===== config.mk =====
export PLATFORM = sky130hd
export DESIGN_NAME = cluster_rate_monitor
export DESIGN_NICKNAME = d
export VERILOG_FILES = /design/src/rtl/cluster_rate_monitor.sv
export SDC_FILE = /design/constraint.sdc
export NUM_CORES = 1
export LEC_CHECK = 0
export CAP_MARGIN = 0
export CORE_AREA = 3 3 93 162
export DETAILED_ROUTE_END_ITERATION = 8
export DIE_AREA = 0 0 96 165
export PLACE_DENSITY = 0.8
export SETUP_SLACK_MARGIN = 0.02
export SLEW_MARGIN = 15
export SYNTH_ARGS = -nofsm -noshare
export SYNTH_HDL_FRONTEND = slang
export SYNTH_SLANG_ARGS = --single-unit

===== constraint.sdc =====
create_clock -name clock -period 6.3 [get_ports clock]
set_input_delay 1.26 -clock clock [delete_from_list [all_inputs] [get_ports clock]]
set_output_delay 1.26 -clock clock [all_outputs]
set_load 0.02 [all_outputs]

===== src/rtl/cluster_rate_monitor.sv =====
`default_nettype none
// ============================================================================
//  Module      : cluster_rate_monitor
//  Description : Per-BX statistics accumulator for the strip cluster counter.
//                Integrates the registered cluster count and overflow flag
//                over a programmable window of BXs and publishes the window
//                sum (saturating), peak and overflow-BX count, a one-clock
//                valid strobe and a sticky overflow flag.
//  Revision    : 1.0  initial release
// ============================================================================
module cluster_rate_monitor #(
    parameter int SUM_BITS = 24,
    parameter int CNT_BITS = 11,
    parameter int WIN_BITS = 16
) (
    input  logic                clock,
    input  logic                reset,
    input  logic [CNT_BITS-1:0] cnt_i,
    input  logic                overflow_i,
    input  logic [WIN_BITS-1:0] window_len_i,
    input  logic                clear_i,
    output logic [SUM_BITS-1:0] sum_o,
    output logic [CNT_BITS-1:0] peak_o,
    output logic [WIN_BITS-1:0] ovf_cnt_o,
    output logic                valid_o,
    output logic                ovf_latch_o
);

    typedef enum logic [0:0] {
        ST_IDLE  = 1'b0,
        ST_ACCUM = 1'b1
    } state_t;

    localparam logic [SUM_BITS-1:0] C_SUM_MAX = {SUM_BITS{1'b1}};
    localparam logic [WIN_BITS-1:0] C_WIN_ONE = {{(WIN_BITS-1){1'b0}}, 1'b1};

    // Registered state
    state_t                state_q,    state_d;
    logic [CNT_BITS-1:0]   cnt_q,      cnt_d;
    logic                  ovf_q,      ovf_d;
    logic [WIN_BITS-1:0]   win_len_q,  win_len_d;
    logic [WIN_BITS-1:0]   bx_q,       bx_d;
    logic [SUM_BITS-1:0]   acc_sum_q,  acc_sum_d;
    logic [CNT_BITS-1:0]   acc_peak_q, acc_peak_d;
    logic [WIN_BITS-1:0]   acc_ovf_q,  acc_ovf_d;
    logic [SUM_BITS-1:0]   sum_q,      sum_d;
    logic [CNT_BITS-1:0]   peak_q,     peak_d;
    logic [WIN_BITS-1:0]   ovf_cnt_q,  ovf_cnt_d;
    logic                  valid_q,    valid_d;
    logic                  latch_q,    latch_d;

    // Accumulator candidates that include the current registered sample
    logic [SUM_BITS:0]     w_sum_ext;
    logic [SUM_BITS-1:0]   w_sum_next;
    logic [CNT_BITS-1:0]   w_peak_next;
    logic [WIN_BITS-1:0]   w_ovf_next;
    logic                  w_last_bx;
    logic                  w_len_nonzero;

    // Saturating sum, running max and overflow count for this edge's sample
    always_comb begin
        w_sum_ext     = {1'b0, acc_sum_q} + {{(SUM_BITS+1-CNT_BITS){1'b0}}, cnt_q};
        w_sum_next    = w_sum_ext[SUM_BITS] ? C_SUM_MAX : w_sum_ext[SUM_BITS-1:0];
        w_peak_next   = (cnt_q > acc_peak_q) ? cnt_q : acc_peak_q;
        w_ovf_next    = acc_ovf_q + {{(WIN_BITS-1){1'b0}}, ovf_q};
        w_last_bx     = (bx_q == (win_len_q - C_WIN_ONE));
        w_len_nonzero = |window_len_i;
    end

    // Next-state and output logic; clear_i overrides every set/accumulate path
    always_comb begin
        state_d    = state_q;
        cnt_d      = cnt_i;
        ovf_d      = overflow_i;
        win_len_d  = win_len_q;
        bx_d       = bx_q;
        acc_sum_d  = acc_sum_q;
        acc_peak_d = acc_peak_q;
        acc_ovf_d  = acc_ovf_q;
        sum_d      = sum_q;
        peak_d     = peak_q;
        ovf_cnt_d  = ovf_cnt_q;
        valid_d    = 1'b0;
        latch_d    = latch_q | ovf_q;

        if (clear_i) begin
            // Drop the current window and this edge's sample, keep outputs
            latch_d    = 1'b0;
            acc_sum_d  = '0;
            acc_peak_d = '0;
            acc_ovf_d  = '0;
            bx_d       = '0;
            win_len_d  = window_len_i;
            state_d    = w_len_nonzero ? ST_ACCUM : ST_IDLE;
        end else begin
            case (state_q)
                ST_IDLE: begin
                    acc_sum_d  = '0;
                    acc_peak_d = '0;
                    acc_ovf_d  = '0;
                    if (w_len_nonzero) begin
                        win_len_d = window_len_i;
                        bx_d      = '0;
                        state_d   = ST_ACCUM;
                    end
                end
                ST_ACCUM: begin
                    if (w_last_bx) begin
                        // Window boundary: publish and restart with a fresh length
                        sum_d      = w_sum_next;
                        peak_d     = w_peak_next;
                        ovf_cnt_d  = w_ovf_next;
                        valid_d    = 1'b1;
                        acc_sum_d  = '0;
                        acc_peak_d = '0;
                        acc_ovf_d  = '0;
                        bx_d       = '0;
                        win_len_d  = window_len_i;
                        state_d    = w_len_nonzero ? ST_ACCUM : ST_IDLE;
                    end else begin
                        acc_sum_d  = w_sum_next;
                        acc_peak_d = w_peak_next;
                        acc_ovf_d  = w_ovf_next;
                        bx_d       = bx_q + C_WIN_ONE;
                    end
                end
                default: begin
                    state_d = ST_IDLE;
                end
            endcase
        end
    end

    // State register with asynchronous reset to the idle, all-zero state
    always_ff @(posedge clock or posedge reset) begin
        if (reset) begin
            state_q    <= ST_IDLE;
            cnt_q      <= '0;
            ovf_q      <= 1'b0;
            win_len_q  <= '0;
            bx_q       <= '0;
            acc_sum_q  <= '0;
            acc_peak_q <= '0;
            acc_ovf_q  <= '0;
            sum_q      <= '0;
            peak_q     <= '0;
            ovf_cnt_q  <= '0;
            valid_q    <= 1'b0;
            latch_q    <= 1'b0;
        end else begin
            state_q    <= state_d;
            cnt_q      <= cnt_d;
            ovf_q      <= ovf_d;
            win_len_q  <= win_len_d;
            bx_q       <= bx_d;
            acc_sum_q  <= acc_sum_d;
            acc_peak_q <= acc_peak_d;
            acc_ovf_q  <= acc_ovf_d;
            sum_q      <= sum_d;
            peak_q     <= peak_d;
            ovf_cnt_q  <= ovf_cnt_d;
            valid_q    <= valid_d;
            latch_q    <= latch_d;
        end
    end

    assign sum_o       = sum_q;
    assign peak_o      = peak_q;
    assign ovf_cnt_o   = ovf_cnt_q;
    assign valid_o     = valid_q;
    assign ovf_latch_o = latch_q;

endmodule
`default_nettype wire


==> results.yml, run 1 <==
timing:
  timing.setup.tns_ns: 0
  fin_crit_sh: 0.619
  fin_crit_ns: 3.90
  tightestPinTransition_ns: 1.21
  hold_violations: 0
  setup_violations: 0
  rsz0062_at_grt: "no"
  fmax_mhz: 256
  slew_headroom: 0.187
  drv_slew: 0
  clock_skew_ns: 0.00908
floorplanning:
  die_x_um: 96
  io_pins: 84
  dieArea_um2: 15800
  row_count: 57
  die_h_um: 165
  start_util: 0.544
  coreArea_um2: 13900
route:
  wirelength_mm: 17.4
  ant_nets: 0
  drtPass1Iterations: 4
  vias: 5571
  drt_iter0_markers: 195
  via_per_inst: 5.63
  routedWlPerCell_um: 17.6
  drcViolationCount: 0
clock_network:
  cts_hold_buf: 0
  clk_pin_slew_worst_paths_ns: 0.06
  cts.repair.resized: 0
  clk_path_buf_depth: 2
  clock_sinks: 149
  cts_max_level: 4
  clk_latency_ns: 0.42
  cts_root_buffer: "clkbuf_16"
  cts_tree: "done"
  numCtsBuffers: 17
  postCtsSetupBuffers: 0
cells_and_area:
  fin_area_um2: 9200
  n_antenna_cell: 0
  final_cells: 990
  final_core_util: 0.661
  layout-drive-gt1-share: 0.0836
  areaGrowthSynthToFinish_pct: 21.7
  final_common_cell: "dfrtp_1"
  nNetsFinal: 858
  fill_cells: 1086
  layout_common_cells: "dfrtp_1, nor2_1, clkdlybuf4s50_1"
global_routing:
  grt_pass1_wl_mm: 28.3
  grt_pass1_vias: 5888
  grt_remaining_overflow: 0
  antenna_found_initial: 0
  grt_usage: 0.232
  grt_max_degree: 109
yosys:
  syn_avg_cell_area_um2: 10.5
  yosys.area.top_type: "dfrtp_1"
  syn_inst: 719
  synthArstFlopShare: 1.00
  synthFlopType: "dfrtp_1"
  ys_types: 57
  yosys_warnings: 0
  synth_area_leaders: "dfrtp_1, mux2i_1, nor2_1, ha_1, inv_1"
  synth.cell_area_um2: 7560
  synth_top_cell_area_share: 0.493
  synth_seq_cells: 149
  ys_seq_area_frac: 0.493
  synth_edf_count: 0
  synth_nets: 777
critical_path:
  critical_path.startpoint: "win_len_q[0]"
  end_kind: "register"
  cp_max_fo: 26
  worstPathRequired_ns: 6.59
  r2r-start: "win_len_q[0]"
  worst_ep_arrival_time_ns: 4.19
  crit_path_start_kind: "register"
  crit_type: "reg2reg"
power_and_ir_drop:
  vdd_drop_max_mv: 0.172
  power_mw: 2.64
  p_leak_nw: 4.59
  power_density_nw_per_um2: 287
place:
  placed_cells: 958
  placedInstanceArea_um2: 8520
  finalWeightedCongestion: 0.895
  place_hpwl_mm: 12.4
  port_buffers: 83
worst_hold_path:
  hold_class: "reg2reg"
  hold_start: "ovf_cnt_o[1]"
run:
  maxCapViolCount: 0
run_status:
  status: "completed"
[Yosys cell counts (all sizes together) (8+ instances only)]
cell / number
a21oi: 17
and3: 11
buf: 13
clkbuf: 13
dfrtp: 149
ha: 26
inv: 68
mux2: 23
mux2i: 58
nand2: 27
nand2b: 9
nand3: 20
nand4: 16
nor2: 92
nor2b: 9
nor3: 10
nor4: 10
o21ai: 15
o31ai: 8
xnor2: 26
xor2: 29
[final cells by class]
cell class / instances / area (um2) / share of cell area
sequential: 149 / 3730 / 0.405
multi-input combinational: 476 / 3440 / 0.374
inverter: 68 / 260 / 0.0283
tap: 177 / 221 / 0.0241
clock inverter: 12 / 224 / 0.0244
clock buffer: 20 / 457 / 0.0497
timing repair buffer: 88 / 868 / 0.0944
[power by group]
group / leakage, nW / switching (mW) / internal (mW)
Combinational: 2.49 / 0.245 / 0.174
Sequential: 1.77 / 0.0472 / 1.01
Clock: 0.331 / 0.398 / 0.765
[per-stage QoR]
| step | hold WS (ns) | worst slack [ns] |
|---|---|---|
| global route | 0.530 | 2.11 |
| CTS | 0.510 | 2.41 |
| global placement | 0.501 | 2.51 |
| finish | 0.508 | 2.40 |
| detailed placement | 0.497 | 2.43 |
| floorplan | 0.466 | 1.03 |
[per-layer routing]
layer	GRT usage	part of all wire	vias up	wire, um
li1	-	-	2631	-
met5	0	0	-	0
met4	0.102	0.036	0	631
met1	0.242	0.37	2769	6350
met3	0.0460	0.032	49	559
met2	0.434	0.57	122	9850
[registers in the layout, indices dropped and copies added, names as in the netlist, 11 cells and up]
register and count:
cnt_q 11, ovf_cnt_o 16, bx_q 16, win_len_q 16
acc_peak_q 11, peak_o 11, acc_sum_q 24, acc_ovf_q 16
sum_o 24
[cell families (layout without fill, tap and decap cells)]
kind of cell,Yosys count,count (layout),synth area share
compound gates,83,83,0.0741
xor+xnor,55,55,0.0637
fa+ha+maj,27,27,0.0457
buf+inv,94,188,0.0521
flops,149,149,0.493
mux,81,81,0.115
simple gates,230,230,0.156
[worst max-delay path, cell delays in order, from the launching register on]
cell and delay, ns:
dfrtp_1 0.44, inv_1 0.09, ha_1 0.25, nor3b_1 0.58
nand4_1 0.18, o211a_1 0.18, nor3_1 0.28, nand4bb_1 0.37
nand2_1 0.81, buf_4 0.44, o21ai_0 0.13
[path summary, 6_finish.rpt]
check | end | slack [ns] | cells after the start
hold reg to reg | ovf_cnt_o[1] | 0.51 | 1
max in group asynchronous | win_len_q[6] | 3.70 | 3
setup / recovery | bx_q[0] | 2.40 | 10
hold / removal | ovf_cnt_o[1] | 0.51 | 1
min in group asynchronous | peak_o[1] | 1.47 | 2
setup reg to reg | bx_q[0] | 2.40 | 10
(Power assumes the default switching activity.)
==> inputs of run 2 (changes only) <==
==> constraint.sdc (replaced) <==
create_clock -name clock -period 3.65 [get_ports clock]
set_input_delay 0.73 -clock clock [delete_from_list [all_inputs] [get_ports clock]]
set_output_delay 0.73 -clock clock [all_outputs]
set_load 0.02 [all_outputs]
==> results.yml, run 2 (synthesis gave the netlist of run 1 again) <==
run_status:
  status: "completed"
place:
  finalWeightedCongestion: 0.905
  place_hpwl_mm: 12.1
  port_buffers: 83
  dp_slack_ns: 0.319
  placedInstanceArea_um2: 8560
power_and_ir_drop:
  p_seq_frac: 0.419
  p_sw_mw: 1.22
  p_leak_nw: 4.57
  power_density_nw_per_um2: 474
  power_frac_comb: 0.167
  switching_share: 0.281
  power_mw: 4.35
  p_int_mw: 3.13
  p_clk_frac: 0.414
  vdd_drop_max_mv: 0.262
timing:
  timing.setup.tns_ns: 0
  clock_skew_ns: 0.0133
  drv_slew: 0
  holdWs_ns: 0.503
  hold_violations: 0
  slew_headroom: 0.432
  fmax_mhz: 304
  fin_crit_sh: 0.900
  tightestPinTransition_ns: 0.852
  fin_crit_ns: 3.29
  setup_violations: 0
  rsz0062_at_grt: "no"
  postLayoutSetupSlackWorst_ns: 0.364
critical_path:
  end_kind: "register"
  crit_type: "reg2reg"
  worst_ep_arrival_time_ns: 3.58
  cp_max_fo: 13
  crit_path_start_kind: "register"
  worstPathRequired_ns: 3.95
route:
  via_per_inst: 5.71
  routedWlPerCell_um: 17.2
  vias: 5662
  drt_iter0_markers: 330
  wirelength_mm: 17.0
  ant_nets: 0
  drtPass1Iterations: 5
  drcViolationCount: 0
cells_and_area:
  n_antenna_cell: 0
  fill_cells: 1101
  areaGrowthSynthToFinish_pct: 21.3
  layout-drive-gt1-share: 0.0872
  nNetsFinal: 860
  layout_common_cells: "dfrtp_1, nor2_1, clkdlybuf4s50_1"
  fin_area_um2: 9170
  final_common_cell: "dfrtp_1"
global_routing:
  grt_max_degree: 150
  grt_pass1_wl_mm: 27.7
  antenna_found_initial: 0
  grt_remaining_overflow: 0
  grt_pass1_vias: 5890
  grt_usage: 0.225
floorplanning:
  row_count: 57
  die_x_um: 96
  die_h_um: 165
  coreArea_um2: 13900
  io_pins: 84
  dieArea_um2: 15800
  start_util: 0.544
clock_network:
  cts_hold_buf: 0
  postCtsSetupBuffers: 0
  cts_root_buffer: "clkbuf_16"
  clk_pin_slew_worst_paths_ns: 0.06
  cts_tree: "done"
  numCtsBuffers: 17
  cts_max_level: 4
  clock_sinks: 149
  cts.repair.resized: 0
  clk_path_buf_depth: 2
  clk_latency_ns: 0.42
worst_hold_path:
  hold_class: "reg2reg"
run:
  maxCapViolCount: 0
## run 2: changes by cell type in the layout (fill, tap and decap cells not counted), sizes merged
cell and delta:
buf +2, bufinv -3, clkbuf -2, clkinv -1, clkinvlp +2, inv +3
## run 2: area by class of cell
| cell class | instances | area [um2] | area share |
|---|---|---|---|
| inverters | 68 | 259 | 0.0282 |
| flip-flops and latches | 149 | 3730 | 0.407 |
| clock inverters | 13 | 174 | 0.0190 |
| well taps | 177 | 221 | 0.0242 |
| clock buffers | 18 | 429 | 0.0468 |
| repair buffers | 90 | 908 | 0.0991 |
| multi-input cells | 476 | 3450 | 0.376 |
## run 2: metrics by stage
| stage | util | instances |
|---|---|---|
| 2_1_floorplan | - | 719 |
| 3_3_place_gp | 0.615 | 960 |
| 3_5_place_dp | 0.615 | 960 |
| 4_1_cts | 0.659 | 991 |
| 5_1_grt | 0.659 | 991 |
| 6_report | 0.659 | 991 |
## run 2: worst max-delay path: stages, from the launching register on
cell       delay [ns]
dfrtp_1          0.40
ha_1             0.25
fa_1             0.43
a211o_1          0.33
a2111oi_0        0.57
o31ai_1          0.28
nand3_1          0.39
o21ai_0          0.23
mux2_4           0.31
## run 2: worst paths after layout
check / startpoint / end / slack (ns) / cells past startpoint
setup reg to reg: cnt_q[0] / sum_o[21] / 0.36 / 8
min in group asynchronous: reset / sum_o[23] / 0.82 / 3
hold / removal: ovf_latch_o / ovf_latch_o / 0.50 / 2
hold reg to reg: ovf_latch_o / ovf_latch_o / 0.50 / 2
setup / recovery: cnt_q[0] / sum_o[21] / 0.36 / 8
max in group asynchronous: reset / win_len_q[3] / 2.14 / 3
## run 2: metal layers
| layer | vias to the layer above | global-route usage | share of wire |
|---|---|---|---|
| met1 | 2814 | 0.232 | 0.36 |
| met3 | 54 | 0.0469 | 0.042 |
| met5 | - | 0 | 0 |
| li1 | 2628 | - | - |
| met2 | 166 | 0.408 | 0.55 |
| met4 | 0 | 0.127 | 0.042 |
## run 2: power groups by stage
stage	logic [mW]	clock network, mW	registers, mW
3_3_place_gp	0.678	0	1.84
2_1_floorplan	0.544	0	1.82
6_report	0.727	1.80	1.82
3_5_place_dp	0.708	0	1.85
5_1_grt	0.806	1.92	1.83
4_1_cts	0.722	1.83	1.82
